## src/rtl/sim_stim_driver_pkg.sv

```systemverilog
// Shared types and helpers for the stimulus driver: FSM state encoding and a
// saturating counter increment usable for any counter width up to 32 bits.
package sim_stim_driver_pkg;

    typedef enum logic [1:0] {
        IDLE   = 2'd0,
        DRIVE  = 2'd1,
        SETTLE = 2'd2,
        DONE   = 2'd3
    } state_e;

    // Returns v+1, holding at 2^w-1 once the counter is full.
    function automatic logic [31:0] sat_inc(input logic [31:0] v, input int unsigned w);
        logic [32:0] max_v;
        max_v = (33'd1 << w) - 33'd1;
        if ({1'b0, v} >= max_v) begin
            return v;
        end
        return v + 32'd1;
    endfunction

endpackage

```

## src/rtl/sim_stim_driver_if.sv

```systemverilog
// Stimulus/response bundle between the driver (master) and its controller and
// the block under test (slave side).
interface sim_stim_driver_if #(
    parameter int WIDTH = 4,
    parameter int CNT_W = 8
);
    import sim_stim_driver_pkg::*;

    logic             start;
    logic [CNT_W-1:0] num_events;
    logic [WIDTH-1:0] step;
    logic [WIDTH-1:0] i_out;
    logic [WIDTH-1:0] y_in;
    logic             busy;
    logic             done;
    logic [CNT_W-1:0] ev_count;
    logic [CNT_W-1:0] resp_count;

    modport master (
        input  start, num_events, step, y_in,
        output i_out, busy, done, ev_count, resp_count
    );

    modport slave (
        output start, num_events, step, y_in,
        input  i_out, busy, done, ev_count, resp_count
    );

endinterface

```

## src/rtl/sim_stim_driver_change_detect.sv

```systemverilog
// Registers the response bus every cycle and flags any cycle in which it
// differs from the previous sample. Ungated; the parent decides when to count.
module change_detect
    import sim_stim_driver_pkg::*;
#(
    parameter int WIDTH = 4
) (
    input  logic             clk,
    input  logic             rst_n,
    input  logic [WIDTH-1:0] y_i,
    output logic             chg_o
);

    logic [WIDTH-1:0] y_prev_q;
    logic [WIDTH-1:0] y_prev_d;

    assign y_prev_d = y_i;

    always_ff @(posedge clk) begin
        if (!rst_n) begin
            y_prev_q <= '0;
        end else begin
            y_prev_q <= y_prev_d;
        end
    end

    assign chg_o = (y_i != y_prev_q);

endmodule

```

## src/rtl/sim_stim_driver.sv

```systemverilog
// Burst stimulus source: steps i_out a programmed number of times with a settle
// window between steps, and counts response-bus changes while a burst is live.
module sim_stim_driver
    import sim_stim_driver_pkg::*;
#(
    parameter int WIDTH      = 4,
    parameter int CNT_W      = 8,
    parameter int SETTLE_CYC = 2
) (
    input  logic                clk,
    input  logic                rst_n,
    sim_stim_driver_if.master   bus_io
);

    localparam int SET_W = (SETTLE_CYC < 2) ? 1 : $clog2(SETTLE_CYC + 1);

    state_e           state_q, state_d;
    logic [CNT_W-1:0] num_q, num_d;
    logic [WIDTH-1:0] step_q, step_d;
    logic [WIDTH-1:0] iout_q, iout_d;
    logic [CNT_W-1:0] ev_q, ev_d;
    logic [CNT_W-1:0] resp_q, resp_d;
    logic [SET_W-1:0] settle_q, settle_d;
    logic             busy;
    logic             chg;

    change_detect #(
        .WIDTH (WIDTH)
    ) u_change_detect (
        .clk   (clk),
        .rst_n (rst_n),
        .y_i   (bus_io.y_in),
        .chg_o (chg)
    );

    always_ff @(posedge clk) begin
        if (!rst_n) begin
            state_q <= IDLE;
        end else begin
            state_q <= state_d;
        end
    end

    // The settle counter is loaded with SETTLE_CYC in DRIVE, so the burst
    // spends exactly SETTLE_CYC cycles in SETTLE and expires at a count of 1.
    always_comb begin
        state_d = state_q;
        case (state_q)
            IDLE: begin
                if (bus_io.start) begin
                    state_d = (bus_io.num_events == '0) ? DONE : DRIVE;
                end
            end
            DRIVE:  state_d = SETTLE;
            SETTLE: begin
                if (settle_q == SET_W'(1)) begin
                    state_d = (ev_q == num_q) ? DONE : DRIVE;
                end
            end
            DONE:    state_d = IDLE;
            default: state_d = IDLE;
        endcase
    end

    always_comb begin
        busy = (state_q != IDLE);
        bus_io.busy       = busy;
        bus_io.done       = (state_q == DONE);
        bus_io.i_out      = iout_q;
        bus_io.ev_count   = ev_q;
        bus_io.resp_count = resp_q;
    end

    always_comb begin
        num_d    = num_q;
        step_d   = step_q;
        iout_d   = iout_q;
        ev_d     = ev_q;
        resp_d   = resp_q;
        settle_d = settle_q;
        case (state_q)
            IDLE: begin
                if (bus_io.start) begin
                    num_d  = bus_io.num_events;
                    step_d = bus_io.step;
                    ev_d   = '0;
                    resp_d = '0;
                end
            end
            DRIVE: begin
                iout_d   = iout_q + step_q;
                ev_d     = ev_q + CNT_W'(1);
                settle_d = SET_W'(SETTLE_CYC);
            end
            SETTLE:  settle_d = settle_q - SET_W'(1);
            default: ;
        endcase
        // Monitoring is live from the first busy cycle through DONE; the IDLE
        // clear above never overlaps with it.
        if (busy && chg) begin
            resp_d = CNT_W'(sat_inc(32'(resp_q), CNT_W));
        end
    end

    always_ff @(posedge clk) begin
        if (!rst_n) begin
            num_q    <= '0;
            step_q   <= '0;
            iout_q   <= '0;
            ev_q     <= '0;
            resp_q   <= '0;
            settle_q <= '0;
        end else begin
            num_q    <= num_d;
            step_q   <= step_d;
            iout_q   <= iout_d;
            ev_q     <= ev_d;
            resp_q   <= resp_d;
            settle_q <= settle_d;
        end
    end

endmodule

```

## src/flat_wrapper.sv

```systemverilog
// flat-port wrapper written by rule: the top's interface ports become plain ports
module sim_stim_driver_flat import sim_stim_driver_pkg::*;
#(
    parameter int WIDTH      = 4,
    parameter int CNT_W      = 8,
    parameter int SETTLE_CYC = 2
)
  (clk, rst_n, bus_io_start, bus_io_num_events, bus_io_step, bus_io_y_in, bus_io_i_out, bus_io_busy, bus_io_done, bus_io_ev_count, bus_io_resp_count);
  sim_stim_driver_if #(.WIDTH(WIDTH), .CNT_W(CNT_W)) bus_io_i ();
  input  logic clk;
  input  logic rst_n;
  input wire logic [$bits(bus_io_i.start)-1:0] bus_io_start;
  input wire logic [$bits(bus_io_i.num_events)-1:0] bus_io_num_events;
  input wire logic [$bits(bus_io_i.step)-1:0] bus_io_step;
  input wire logic [$bits(bus_io_i.y_in)-1:0] bus_io_y_in;
  output wire logic [$bits(bus_io_i.i_out)-1:0] bus_io_i_out;
  output wire logic [$bits(bus_io_i.busy)-1:0] bus_io_busy;
  output wire logic [$bits(bus_io_i.done)-1:0] bus_io_done;
  output wire logic [$bits(bus_io_i.ev_count)-1:0] bus_io_ev_count;
  output wire logic [$bits(bus_io_i.resp_count)-1:0] bus_io_resp_count;
  assign bus_io_i.start = bus_io_start;
  assign bus_io_i.num_events = bus_io_num_events;
  assign bus_io_i.step = bus_io_step;
  assign bus_io_i.y_in = bus_io_y_in;
  assign bus_io_i_out = bus_io_i.i_out;
  assign bus_io_busy = bus_io_i.busy;
  assign bus_io_done = bus_io_i.done;
  assign bus_io_ev_count = bus_io_i.ev_count;
  assign bus_io_resp_count = bus_io_i.resp_count;
  sim_stim_driver #(.WIDTH(WIDTH), .CNT_W(CNT_W), .SETTLE_CYC(SETTLE_CYC)) u_core (.clk(clk), .rst_n(rst_n), .bus_io(bus_io_i));
endmodule
```

## config.mk

```make
export PLATFORM = sky130hd
export DESIGN_NAME = sim_stim_driver_flat
export DESIGN_NICKNAME = d
export VERILOG_FILES = /design/src/rtl/sim_stim_driver_pkg.sv /design/src/rtl/sim_stim_driver_if.sv /design/src/rtl/sim_stim_driver_change_detect.sv /design/src/rtl/sim_stim_driver.sv /design/src/flat_wrapper.sv
export SDC_FILE = /design/constraint.sdc
export NUM_CORES = 1
export LEC_CHECK = 0
export BUFFER_PORTS_ARGS = -buffer_cell sky130_fd_sc_hd__buf_2
export CAP_MARGIN = 20
export CORE_MARGIN = 1
export CORE_UTILIZATION = 45
export CTS_CLUSTER_DIAMETER = 60
export DETAILED_ROUTE_END_ITERATION = 16
export PLACE_DENSITY_LB_ADDON = 0.25
export SYNTH_ARGS = -nofsm -noshare
export SYNTH_HDL_FRONTEND = slang
export SYNTH_SLANG_ARGS = --single-unit
```

## constraint.sdc

```tcl
create_clock -name clk -period 1.6 [get_ports clk]
set_input_delay 0.4 -clock clk [delete_from_list [all_inputs] [get_ports clk]]
set_output_delay 0.4 -clock clk [all_outputs]
set_load 0.02 [all_outputs]
```

* Yosys cells after proc, flatten, opt, wreduce, memory -nomap -nowiden *
Cells that the tools add are included.

storage, ports and cells
  register bits after elaboration = 40
  input port bits = 19
  output and inout port bits = 22

cells by class
  $add $sub $neg = 4
  $lt $le $gt $ge = 1
  equal/unequal tests = 9
  multiplexer cells = 13
  reductions and logical operators = 12

operators by type and width
  cell                   number
  $mux W8                4
  $add A8 B1 Y8 const B  2
  $pmux W8 S2            1
  $reduce_bool A2 Y1     5
  $eq A8 B8 Y1           1
  $ge A8 B8 Y1 const B   1
  $logic_not A8 Y1       1
  $mux W2                4
  $pmux W2 S4            1
  $reduce_and A2 Y1      3
  $add A4 B4 Y4          1
  $eq A2 B1 Y1 const B   2
  $eq A2 B2 Y1 const B   2
  $ne A4 B4 Y1           1
  $pmux W2 S2            1
  $ne A3 B3 Y1 const B   1
  $reduce_and A3 Y1      1
  $logic_not A2 Y1       1
  $mux W1                2
  $ne A2 B1 Y1 const B   1
  $ne A2 B2 Y1 const B   1
  $sub A2 B1 Y2 const B  1
  $logic_and A1 B1 Y1    1

* Longest topological paths before layout *
  word-level depth = 5
  gate-level depth with buffers = 7

* Hierarchy *
From an unflattened synthesis, not the netlist that was laid out.

unflattened totals
  cells, all modules = 226
  area total of the unflattened synthesis = 2028.2 sq um

modules (own cells, without submodules)
  module           instances  cells each  area an instance (sq um)  seq. area each (sq um)
  sim_stim_driver  1          213         1880.6                    720.7
  change_detect    1          13          147.6                     80.1

* Least setup slack after synthesis *
OpenSTA, ideal clock, no wires.

  path kind = flip-flop to flip-flop
  start = register u_core.resp_q[0] (netlist: u_core.bus_io.resp_count[0])
  end = register u_core.resp_q[5] (netlist: u_core.bus_io.resp_count[5])
  library setup time = 70 ps
  arrival time = 1685 ps
  data required time = 1530 ps
  slack = -155 ps
  stages on the path, launching flop included = 6
  path buffers = 0
  clock period less this slack = 1755 ps
  cell sequence = dfxtp_1 > ha_1 > and4_1 > or4_1 > or3_1 > a21oi_1

on the way
  cells in the longest elaborated chain, start to end = 5
  elaborated cells between the ends (all ways) = 8
  those cells by class = add/sub (1); order compare (1); eq/ne (1); mux (4); reduce/logical (1)

RTL lines
  element                      line                       RTL
  start, declared              sim_stim_driver.sv:22      logic [CNT_W-1:0] resp_q, resp_d;
  start signal, assigned       sim_stim_driver.sv:118     resp_q <= resp_d;
  $ge A8 B8 Y1                 sim_stim_driver_pkg.sv:16  if ({1'b0, v} >= max_v) begin
  $mux W1                      sim_stim_driver_pkg.sv:16
  $mux W1                      sim_stim_driver.sv:100     if (busy && chg) begin
  $ne A3 B3 Y1 (no line)       n/a
  $reduce_and A3 Y1 (no line)  n/a

Several ways; a longest one is shown, not always the timed one. The select of a mux whose other input is x is not followed.
A chain may end at the register's enable or synchronous reset.

* Worst setup path in the final report *
Same ends and word-level chain as after synthesis.

==> key figures <==
Floorplanning
  • Die area: 0.00485 mm²
  • Initial core utilization: 46.9%
  • Die Height: 69.6 µm
  • Die Width: 69.6 µm
  • IO Count: 41
  • # rows: 24
  • Core Region: 0.00438 mm²

Job
  • Max cap viols: 0

Layout
  • Design area: 0.00270 mm²
  • Fin nets: 329
  • Ant. Diodes: 0
  • Fillers: 388
  • Share of cells above drive strength 1: 34.7%
  • Area growth, synth to finish: 31.2%
  • Core Util, Final: 61.6%

STA
  • Crit path time final: 1.65 ns
  • Unrepaired setup endpoints after global routing: true
  • Worst slew margin: 78.2%
  • Peak Freq: 606 MHz
  • Final period utilization: 103%
  • Actual slew at the worst max-slew pin: 0.324 ns
  • Final hold viol count: 0
  • Clk_skew: 0.00821 ns
  • Slew Viols, Final: 0
  • # setup viols final: 1
  • PnR worst setup slack: -0.0514 ns

Drt
  • Routed WL: 4610 µm
  • DR pass1 iterations: 4
  • Routed Antenna Nets: 0
  • DR DRC count: 0
  • Iteration-0 DRC count of the detailed router: 159
  • Wire length per cell: 13.1 µm
  • Via count: 1876
  • Via density: 5.33

Yosys
  • Post-synthesis adder-cell area fraction: 7.05%
  • EDFF count, synth: 0
  • Syn Nets: 263
  • Top cell type's share of synthesized area: 38.9%
  • Sequential area share after synthesis: 38.9%
  • Mapped Cells: 233
  • Largest family of logic cells by synthesized area: simple AND/OR/NAND/NOR gates
  • Count of cell types in the netlist: 43
  • Post-synthesis xor/xnor area fraction: 7.66%
  • Cell Area, Synth: 0.00206 mm²
  • Asr flop ratio synth: 0%
  • Top FF cell, synth: dfxtp_1
  • FF+latch count, synth: 40
  • Synth Area in Compound Gates: 12.4%
  • Synth Warn #: 0
  • Ranking of synthesized cells by area: dfxtp_1 39%, nand2_1 7.3%, ha_1 6.1%
  • Synth Area in Simple Gates: 26.2%
  • Multiplexer share of the synthesized area: 4.44%
  • Area leader, netlist: dfxtp_1
  • Syn Area/Cell: 8.83 µm²

Pwr
  • PwrDens: 1220 mW/mm²
  • Pleak: 0.00118 µW
  • Power, Total: 3300 µW
  • Max IR drop VDD: 0.676 mV

Clocking
  • Hold buffers post-CTS: 0
  • Root buffer cell: clkbuf_8
  • CTS tree: done
  • Maximum buffer depth of the clock tree: 2
  • CTS H-tree depth: 2
  • Clock slew at the register clock pins of the worst setup and hold paths: 0.08 ns
  • Cts bufs inserted: 5
  • Skew-Pair Late Insertion Delay: 0.29 ns
  • CTS Sinks: 40

Worst setup path
  • CP Class: reg2reg
  • R2R cell count: 5
  • Max Fanout on Critical Path: 2
  • RR Endpoint: u_core.bus_io.resp_count[5]
  • Data required, critical path: 1.83 ns
  • Data arrival, critical path: 1.88 ns
  • Startpoint types: register
  • CP endpoint kind: register
  • Flop2flop setup slack: -0.05 ns
  • Worst r2r src: u_core.bus_io.resp_count[0]

Place
  • Placed Area: 0.00250 mm²
  • Port Buffer Count: 40
  • GP Congestion: 0.907
  • Dpl ws: -0.0327 ns
  • Hpwl dp: 3410 µm

Global route
  • Vias in the first global route: 1793
  • Largest net degree at the start of global routing: 21
  • Initial antenna violation count: 0
  • GRT Util Overall: 20.2%
  • Remaining Overflow, GRT: 0
  • First-pass GRT wire length: 7980 µm

Min path
  • Hold crit path type: in2reg
  • WHS Path Cells: 2
  • WHS Endpoint: u_core.u_change_detect.y_prev_q[2]
  • Startpoint of the worst hold path: bus_io_y_in[2]

Run status
  • Status: finished with violations
  • Failing checks: negative setup slack
[what timing repair did]
action | CTS | global route
setup endpoints to repair | 2 | 11
setup buffers | 1 | 2
pin swaps | 1 | 3
gates resized for setup | 6 | 16
[through the flow]
stage	std cells	setup TNS [ns]	hold slack [ns]
2_1_floorplan	233	-0.000352	0.447
3_3_place_gp	341	-0.0286	0.455
3_5_place_dp	341	-0.0753	0.458
4_1_cts	350	-0.0135	0.333
5_1_grt	352	-0.163	0.331
6_report	352	-0.0514	0.340
[routing by layer]
| metal | GRT usage, % | wire, µm | vias up |
|---|---|---|---|
| met4 | 5.78 | 61 | 0 |
| met5 | 0 | 0 | - |
| met2 | 33.7 | 2170 | 50 |
| li1 | - | - | 942 |
| met1 | 25.8 | 2100 | 877 |
| met3 | 5.23 | 276 | 7 |
[state kept, by name (all words and copies together) (netlist names)]
name	count
u_core.state_q	2
u_core.bus_io.resp_count	8
u_core.u_change_detect.y_prev_q	4
u_core.bus_io.ev_count	8
u_core.settle_q	2
u_core.bus_io.i_out	4
u_core.step_q	4
u_core.num_q	8
[placed cells by master (no fill, tap or decap), types with 3 or more instances in the layout]
master,instances
nor3_1,4
clkbuf_8,6
nand4_1,6
nand2_1,40
a21oi_1,4
nor2_1,5
buf_4,27
and2_1,10
nand2b_1,5
nand3_1,4
xor2_1,10
a21oi_2,3
ha_1,8
dfxtp_1,35
o21ai_0,7
and3_1,3
inv_1,4
mux2i_1,7
a21boi_0,13
xnor2_1,8
nor4_1,3
buf_2,39
nor2b_1,3
dfxtp_2,3
[area by class of cell]
cell class | count | area [µm²] | area share [%]
multi-input combinational | 177 | 1270 | 47.2
sequential | 40 | 812 | 30.1
timing repair buffer | 68 | 429 | 15.9
clock buffer | 6 | 82.6 | 3.06
tap | 52 | 65.1 | 2.41
inverter | 7 | 28.8 | 1.07
clock inverter | 2 | 10.0 | 0.371
[critical path, stage by stage (launching register included)]
cell     delay [ns]
dfxtp_4        0.36
ha_4           0.15
and4_4         0.18
or4_4          0.42
or3_4          0.35
a21oi_2        0.14
[how the worst max path moves through the flow]
stage                                 from                           to  depth (start not counted)
3_5_place_dp             u_core.state_q[0]  u_core.bus_io.resp_count[5]                          5
3_3_place_gp                bus_io_y_in[0]  u_core.bus_io.resp_count[3]                          6
5_1_grt        u_core.bus_io.resp_count[0]  u_core.bus_io.resp_count[5]                          5
2_1_floorplan  u_core.bus_io.resp_count[1]  u_core.bus_io.resp_count[5]                          5
4_1_cts        u_core.bus_io.resp_count[1]  u_core.bus_io.resp_count[5]                          5
6_report       u_core.bus_io.resp_count[0]  u_core.bus_io.resp_count[5]                          5
[logic make-up after synthesis]
group / count (synthesis)
flops: 40
fa+ha+maj: 11
mux: 9
xor+xnor: 18
compound gates: 37
simple gates: 102
buf+inv: 16
[where the power goes]
| part | leakage (µW) | switching, µW | internal (µW) |
|---|---|---|---|
| Clock | 0.0000510 | 349 | 344 |
| Sequential | 0.000329 | 112 | 1150 |
| Combinational | 0.000795 | 672 | 675 |
[synthesized netlist by cell type, drive strengths merged (6+ instances only)]
master / number
clkbuf: 6
a21oi: 7
nor2: 6
inv: 7
xnor2: 8
mux2i: 8
ha: 10
nand4: 6
a21boi: 13
nand2: 40
o21ai: 7
dfxtp: 40
nand2b: 6
xor2: 10
and2: 10
Note: power is estimated with default switching activity, not from simulation.
